**config.mk**
```make
export PLATFORM = sky130hd
export DESIGN_NAME = bsg_cover_drain_flat
export DESIGN_NICKNAME = d
export VERILOG_FILES = /design/src/rtl/bsg_cover_drain_if.sv /design/src/rtl/bsg_cover_drain.sv /design/src/flat_wrapper.sv
export SDC_FILE = /design/constraint.sdc
export NUM_CORES = 1
export LEC_CHECK = 0
export ABC_AREA = 1
export CAP_MARGIN = 0
export CORE_ASPECT_RATIO = 0.75
export CORE_MARGIN = 5
export CORE_UTILIZATION = 55
export CTS_BUF_LIST = sky130_fd_sc_hd__clkbuf_16
export DETAILED_ROUTE_END_ITERATION = 6
export GPL_ROUTABILITY_DRIVEN = 0
export GPL_TIMING_DRIVEN = 0
export PLACE_DENSITY = 0.87
export SLEW_MARGIN = 20
export SYNTH_ARGS = -nofsm -noshare
export SYNTH_HDL_FRONTEND = slang
export SYNTH_SLANG_ARGS = --single-unit
```
**constraint.sdc**
```tcl
create_clock -name clk_i -period 9.6 [get_ports clk_i]
set_clock_uncertainty 0.05 [all_clocks]
set_input_delay 2.88 -clock clk_i [delete_from_list [all_inputs] [get_ports clk_i]]
set_output_delay 2.88 -clock clk_i [all_outputs]
set_load 0.05 [all_outputs]
```
**src/rtl/bsg_cover_drain_if.sv**
```systemverilog
// bsg_cover_drain_if: sample input, word output and drop pulse of the coverage drain
interface bsg_cover_drain_if #(
  parameter int num_p = 100,
  parameter int word_width_p = 32
);
  logic v_i, ready_and_i, v_o, drop_o;
  logic [num_p-1:0] data_i;
  logic [word_width_p-1:0] data_o;
  modport master (output v_i, data_i, ready_and_i, input v_o, data_o, drop_o);
  modport slave (input v_i, data_i, ready_and_i, output v_o, data_o, drop_o);
endinterface

```
**src/rtl/bsg_cover_drain.sv**
```systemverilog
// bsg_cover_drain: buffers coverage samples and drains each as a header word plus data words
module bsg_cover_drain #(
  parameter int id_p = 0,
  parameter int num_p = 100,
  parameter int word_width_p = 32,
  parameter int els_p = 2
) (
  input logic clk_i,
  input logic reset_n_i,
  bsg_cover_drain_if.slave io
);
  localparam int words_lp = (num_p + word_width_p - 1) / word_width_p;
  localparam int kw_lp = words_lp > 1 ? $clog2(words_lp) : 1;
  localparam int pw_lp = $clog2(els_p);
  localparam int cw_lp = $clog2(els_p + 1);
  typedef enum logic [1:0] {s_idle, s_hdr, s_data} state_e;
  state_e state_r, state_n;
  logic [num_p-1:0] mem [els_p];
  logic [pw_lp-1:0] wr_ptr, rd_ptr;
  logic [cw_lp-1:0] cnt;
  logic [kw_lp-1:0] k;
  logic [7:0] drop_cnt;
  logic [15:0] seq;
  logic [words_lp*word_width_p-1:0] padded;
  logic hs, hdr_hs, last, deq, full, enq, drop, drop_r;
  assign hs = io.v_o & io.ready_and_i;
  assign hdr_hs = hs & (state_r == s_hdr);
  assign last = k == kw_lp'(words_lp - 1);
  assign deq = hs & (state_r == s_data) & last;
  assign full = cnt == cw_lp'(els_p);
  assign enq = io.v_i & (~full | deq);
  assign drop = io.v_i & full & ~deq;
  assign io.drop_o = drop_r;
  always_comb begin
    padded = '0;
    padded[num_p-1:0] = mem[rd_ptr];
    io.v_o = state_r != s_idle;
    io.data_o = '0;
    if (state_r == s_hdr) io.data_o[31:0] = {8'(id_p), drop_cnt, seq};
    else if (state_r == s_data) io.data_o = padded[word_width_p*k +: word_width_p];
    state_n = state_r == s_idle ? ((enq | cnt != '0) ? s_hdr : s_idle)
            : state_r == s_hdr ? (hs ? s_data : s_hdr)
            : deq ? ((enq | cnt > cw_lp'(1)) ? s_hdr : s_idle) : state_r;
  end
  always_ff @(posedge clk_i) if (enq) mem[wr_ptr] <= io.data_i;
  always_ff @(posedge clk_i) begin
    if (!reset_n_i) begin
      state_r <= s_idle;
      wr_ptr <= '0;
      rd_ptr <= '0;
      cnt <= '0;
      k <= '0;
      drop_cnt <= '0;
      seq <= '0;
      drop_r <= 1'b0;
    end else begin
      state_r <= state_n;
      if (enq) wr_ptr <= wr_ptr == pw_lp'(els_p - 1) ? '0 : wr_ptr + 1'b1;
      if (deq) rd_ptr <= rd_ptr == pw_lp'(els_p - 1) ? '0 : rd_ptr + 1'b1;
      cnt <= cnt + cw_lp'(enq) - cw_lp'(deq);
      if (hs & state_r == s_data) k <= last ? '0 : k + 1'b1;
      if (hdr_hs) drop_cnt <= {7'b0, drop};
      else if (drop & drop_cnt != 8'hff) drop_cnt <= drop_cnt + 8'd1;
      if (hdr_hs) seq <= seq + 16'd1;
      drop_r <= drop;
    end
  end
endmodule
```
**src/flat_wrapper.sv**
```systemverilog
// flat-port wrapper written by rule: the top's interface ports become plain ports
module bsg_cover_drain_flat 
#(
  parameter int id_p = 0,
  parameter int num_p = 100,
  parameter int word_width_p = 32,
  parameter int els_p = 2
)
  (clk_i, reset_n_i, io_v_i, io_data_i, io_ready_and_i, io_v_o, io_data_o, io_drop_o);
  bsg_cover_drain_if #(.num_p(num_p), .word_width_p(word_width_p)) io_i ();
  input logic clk_i;
  input logic reset_n_i;
  input wire logic [$bits(io_i.v_i)-1:0] io_v_i;
  input wire logic [$bits(io_i.data_i)-1:0] io_data_i;
  input wire logic [$bits(io_i.ready_and_i)-1:0] io_ready_and_i;
  output wire logic [$bits(io_i.v_o)-1:0] io_v_o;
  output wire logic [$bits(io_i.data_o)-1:0] io_data_o;
  output wire logic [$bits(io_i.drop_o)-1:0] io_drop_o;
  assign io_i.v_i = io_v_i;
  assign io_i.data_i = io_data_i;
  assign io_i.ready_and_i = io_ready_and_i;
  assign io_v_o = io_i.v_o;
  assign io_data_o = io_i.data_o;
  assign io_drop_o = io_i.drop_o;
  bsg_cover_drain #(.id_p(id_p), .num_p(num_p), .word_width_p(word_width_p), .els_p(els_p)) u_core (.clk_i(clk_i), .reset_n_i(reset_n_i), .io(io_i));
endmodule
```
# Word level (Yosys, flattened, before mapping)
# Memory sizes are Yosys's and may differ from the RTL's. A register that Yosys moved wholly into a read port is not among the register bits.
# Index checks and enable logic that the tools add are counted.
# word_totals
reg_bits	33
latch_bits	0
ramBits	200
rom_bits	0
in_bits	104
out_inout_bits	34
wordCells	61
n_memories	1
# op_classes
addsub	7
multipliers	0
n_div	0
magnitude_cmp	1
n_eq_ne	5
shifts	1
n_mux	17
n_bitwise	14
n_reduce_logical	6
# memory_table
memory	depth	width	read_ports	rd_clocked_by_memory_dff	write_ports	line_no	text
u_core.mem	2	100	1	1	1	bsg_cover_drain.sv:18	logic [num_p-1:0] mem [els_p];
# ops
operator	n
$shiftx A128 B8 Y32	1
$mux W32	2
$add A16 B1 Y16 const B	1
$mux W1	10
$mux W2	5
$add A8 B1 Y8 const B	1
$and A1 B1 Y1	8
$ne A8 B8 Y1 const B	1
$eq A2 B2 Y1 const B	3
$reduce_bool A2 Y1	3
$not A1 Y1	3
$or A1 B1 Y1	3
$reduce_bool A3 Y1	1
$add A1 B1 Y1 const B	2
$add A2 B1 Y2	1
$add A2 B1 Y2 const B	1
$eq A2 B1 Y1 const B	1
$gt A2 B1 Y1 const B	1
$logic_not A2 Y1	1
$reduce_or A2 Y1	1
$sub A2 B1 Y2	1

# Logic depth before layout (Yosys ltp)
# logic_depth
depth_word	11
ltp_mapped	11
ltp_nobuf	11

# Worst setup path before layout
# No wires, ideal clock.
# synth_path
path_type	input -> register
startpoint	input io_ready_and_i
endpoint	memory u_core.mem[1][0], enable pin
setup_ns	0.561
arrival_time_ns	7.492
slack_ns	1.497
stages	6
path_buffers	0
path_cell_list	inv_1 -> nor2_4 -> nand2_4 -> nand3_1 -> nand2_1 -> nor2_1
# synth_via
elab_chain_cells	7
# synth_rtl
item	line_no	text
from (decl)	flat_wrapper.sv:15	input wire logic [$bits(io_i.ready_and_i)-1:0] io_ready_and_i;
$and A1 B1 Y1	bsg_cover_drain.sv:26	assign hs = io.v_o & io.ready_and_i;
$and A1 B1 Y1 (2 in series)	bsg_cover_drain.sv:29	assign deq = hs & (state_r == s_data) & last;
$or A1 B1 Y1	bsg_cover_drain.sv:31	assign enq = io.v_i & (~full | deq);
$and A1 B1 Y1	bsg_cover_drain.sv:31	
$mux W1	bsg_cover_drain.sv:45	always_ff @(posedge clk_i) if (enq) mem[wr_ptr] <= io.data_i;
$mux W1 (implied by the code)	bsg_cover_drain.sv:45	
to (decl)	bsg_cover_drain.sv:18	
# Every way passes these cells.

# Worst setup path in the final report
# layout_path
startpoint	register u_core.k[0]
endpoint	output io_data_o[23]
# layout_via
elab_chain_cells	3
# layout_rtl
item	line_no	text
from (decl)	bsg_cover_drain.sv:21	logic [kw_lp-1:0] k;
from (signal assigned)	bsg_cover_drain.sv:61	if (hs & state_r == s_data) k <= last ? '0 : k + 1'b1;
$shiftx A128 B8 Y32	bsg_cover_drain.sv:40	else if (state_r == s_data) io.data_o = padded[word_width_p*k +: word_width_p];
$mux W32	bsg_cover_drain.sv:40	
$mux W32	bsg_cover_drain.sv:39	if (state_r == s_hdr) io.data_o[31:0] = {8'(id_p), drop_cnt, seq};
to (decl)	flat_wrapper.sv:17	output wire logic [$bits(io_i.data_o)-1:0] io_data_o;
# Every way passes these cells.

==> impl_metrics.tcl <==
set metrics [dict create \
    status "finished clean" \
    number_of_global_route_vias_before_repair 7553 \
    max_stage_delay_ns 0.88 \
    timing.final.max_slew_violations 0 \
    hold_path_end "u_core.drop_cnt[3]" \
    finalCriticalPeriod_ns 6.08 \
    grt_setup_unrepaired "false" \
    post-cts-setup-buffer-count 0 \
    worst_ep_arrival_time_ns 3.15 \
    power_leakage_nw 4.61 \
    number_of_buffers_added_by_the_clock_tree_synthesis_step 23 \
    final_cell_count_no_fill 1326 \
    worst_setup_path_start_kind "flip-flop" \
    tritoncts_clock_tree "yes" \
    floorplan.die.width_um 164 \
    max_cap_violation_count 0 \
    cell_area_after_synthesis_um2 9800 \
    share_seq_of_total_power_pct 51.4 \
    cpMaxStageDelayCell "sky130_fd_sc_hd__clkdlybuf4s50_1" \
    post_synth_most_frequent_cells "sky130_fd_sc_hd__nand2_1 (227), sky130_fd_sc_hd__edfxtp_1 (200), sky130_fd_sc_hd__o21ai_0 (106)" \
    wire_length_of_the_first_global_routing_pass_um 38600 \
    clkLatencyLatePin_ns 0.52 \
    route.detailed.wl_per_inst_um 19.0 \
    num-fill-cells 1203 \
    post_cts_resize_count 0 \
    cts_hold_fix_bufs 0 \
    antenna_found_initial 0 \
    final_hold_viol_count 0 \
    layout-drive-gt1-share_pct 8.30 \
    finalSetupViolations 0 \
    tightestPinTransition_ns 0.656 \
    chipHeight_um 126 \
    overflow_after_grt 0 \
    relSlewSlack_pct 56.3 \
    power_density_nw_per_um2 188 \
    r2r_slack_ns 6.71 \
    design.core.area_um2 17600 \
    cts_htree_levels 1 \
    path_cells "buf_2, o21ai_0, o21ai_1, nand2_1, nand2_1, nand2_1, o21ai_0, clkdlybuf4s50_1" \
    critPathMostFrequentCell "sky130_fd_sc_hd__nand2_1" \
    yosysUniqueCellTypes 34 \
    drt_drc_violations_left 0 \
    antenna-diode-count 0 \
    portBuffers 137 \
    finalCoreUtilization_pct 70.7 \
    grt_max_degree 26 \
    worstRegToRegCells 9 \
    areaGrowthSynthToFinish_pct 26.6 \
    setup.worst_path.end_class "primary output" \
    fin_hold_ws_ns 0.443 \
    dpl-instance-area_um2 11700 \
    placementRows 42 \
    synth.area.top_cells "sky130_fd_sc_hd__edfxtp_1 (61%), sky130_fd_sc_hd__nand2_1 (8.7%), sky130_fd_sc_hd__dfxtp_1 (6.9%)" \
    seq_area_frac_synth_pct 68.3 \
    drt_wl_total_um 25200 \
    multi_input_comb_area_um2 2710 \
    design.final.nets 1177 \
    hp-start "u_core.drop_cnt[3]" \
    warnings_synthesis 0 \
    fin_tns_setup_ns 0 \
    synthesis.instances 898 \
    groute.usage.overall_pct 23.8 \
    worstSetupPathType "flip-flop to primary output" \
    ctsLongestPathBuffers 3 \
    initial_util_pct 55.8 \
    switching_fraction_of_total_power_pct 23.9 \
    ios 138 \
    layout_worst_path_cycle_share_pct 63.3 \
    hold_path_depth 2 \
    number_of_clock_sinks 234 \
    synth_enable_flop_cells 200 \
    detailedRoute.firstPassIterationCount 6 \
    synth_ff_type "sky130_fd_sc_hd__edfxtp_1" \
    dr_total_vias 7520 \
    yosys.cell_count.top_type "sky130_fd_sc_hd__nand2_1" \
    postSynthNetCount 1007 \
    root_buffer "sky130_fd_sc_hd__clkbuf_16" \
    path_max_fanout 10 \
    path_clk_slew_ns 0.06 \
    dp_hpwl_um 17600 \
    peakVddDrop_v 0.000183 \
    post-place-cells 1285 \
    die-area_um2 20600 \
    p_int_mw 1.77 \
    ys_ff_latch 234 \
    detailedRoute.firstIterationViolations 865 \
    power.share.combinational_pct 11.3 \
    timing.critical_path.required_ns 6.67 \
    net-switching-power_mw 0.557 \
    ant_nets 0 \
    final_area_um2 12400 \
    via_cell_ratio 5.67 \
    fmax_mhz 164 \
    async_reset_ff_share_pct 0 \
    netlist.top_cell.by_area "sky130_fd_sc_hd__edfxtp_1" \
    synth.avg_cell_area_um2 10.9 \
    reg2reg_to "u_core.mem[0][88]" \
    hold_path_class "flip-flop to flip-flop" \
    worstReg2RegStart "u_core.k[0]" \
    register_area_um2 6690 \
    clockPowerShare_pct 37.3 \
    synth_top_area_share_pct 61.3 \
]
## power by group through the flow
| stage | Combinational (mW) | Clock (mW) | Sequential (mW) |
|---|---|---|---|
| 2_1_floorplan | 0.130 | 0 | 1.22 |
| 3_3_place_gp | 0.234 | 0 | 1.23 |
| 3_5_place_dp | 0.259 | 0 | 1.22 |
| 4_1_cts | 0.261 | 0.876 | 1.20 |
| 5_1_grt | 0.282 | 0.917 | 1.20 |
| 6_report | 0.262 | 0.869 | 1.20 |
## worst max-delay path: cells and delay by family, from the launching register on
kind,cells,cell delay [ns]
buffers and inverters,2,1.25
flip-flops,1,0.60
AO/OA/AOI/OAI,3,0.52
AND/OR/NAND/NOR,3,0.25
## cells in the final DEF, fill, tap and decap left out, drive strengths merged, types with 2 or more instances in the layout
cell and instances:
xor2 6, o21ai 127, o21a 29, dfxtp 34
bufinv 2, clkbuf 33, o22ai 8, ha 5
clkinv 9, buf 39, inv 56, nor2 92
clkinvlp 3, nand4 6, clkdlybuf4s50 137, edfxtp 200
nor3 2, nand2 229, o211ai 5, nand3 19
a21oi 39
## sequential cells by signal, indices dropped and copies added (netlist names), named ones only
| register | flops |
|---|---|
| u_core.rd_ptr | 1 |
| u_core.drop_cnt | 8 |
| u_core.k | 2 |
| u_core.mem | 200 |
| u_core.io.drop_o | 1 |
| u_core.wr_ptr | 1 |
| u_core.seq | 16 |
| u_core.state_r | 2 |
| u_core.cnt | 2 |
## cell families (layout without fill, tap and decap cells)
logic type	after synthesis	after routing	synth area share, %
buffers and inverters	93	279	4.24
xor gates and xnor gates	7	7	0.626
and+or+nand+nor	349	349	14.5
DFF	234	234	68.3
adders and majority gates	5	5	0.639
AOI/OAI and AO/OA	210	210	11.8
## through the flow
step	setup WS (ns)	total power, mW
after floorplan	1.50	1.35
after global routing	3.44	2.40
after global placement	-1.46	1.46
after detailed placement	3.88	1.48
after CTS	3.59	2.33
final	3.52	2.33
## layer usage
metal / track usage, % / part of all wire, % / routed length (um)
met1: 32.9 / 40 / 10100
met5: 0 / 0 / 0
met4: 7.35 / 3.0 / 762
met3: 5.46 / 11 / 2800
met2: 38.0 / 46 / 11600
## how the worst max path moves through the flow
stage | from | to | slack, ns
after floorplan | io_ready_and_i | u_core.mem[1][0] | 1.50
after global placement | io_ready_and_i | u_core.mem[1][90] | -1.46
after detailed placement | io_ready_and_i | u_core.mem[0][90] | 3.88
after CTS | u_core.k[0] | io_data_o[23] | 3.59
after global routing | u_core.k[0] | io_data_o[4] | 3.44
final | u_core.k[0] | io_data_o[23] | 3.52
## layout make-up
class	count	share of cell area, %
well taps	242	2.44
flip-flops and latches	234	53.9
clock inverters	18	1.21
multi-input cells	571	21.8
clock buffers	23	4.64
plain buffers	41	1.76
repair buffers	145	12.6
inverters	52	1.59
Power figures use the tool's default switching activity.
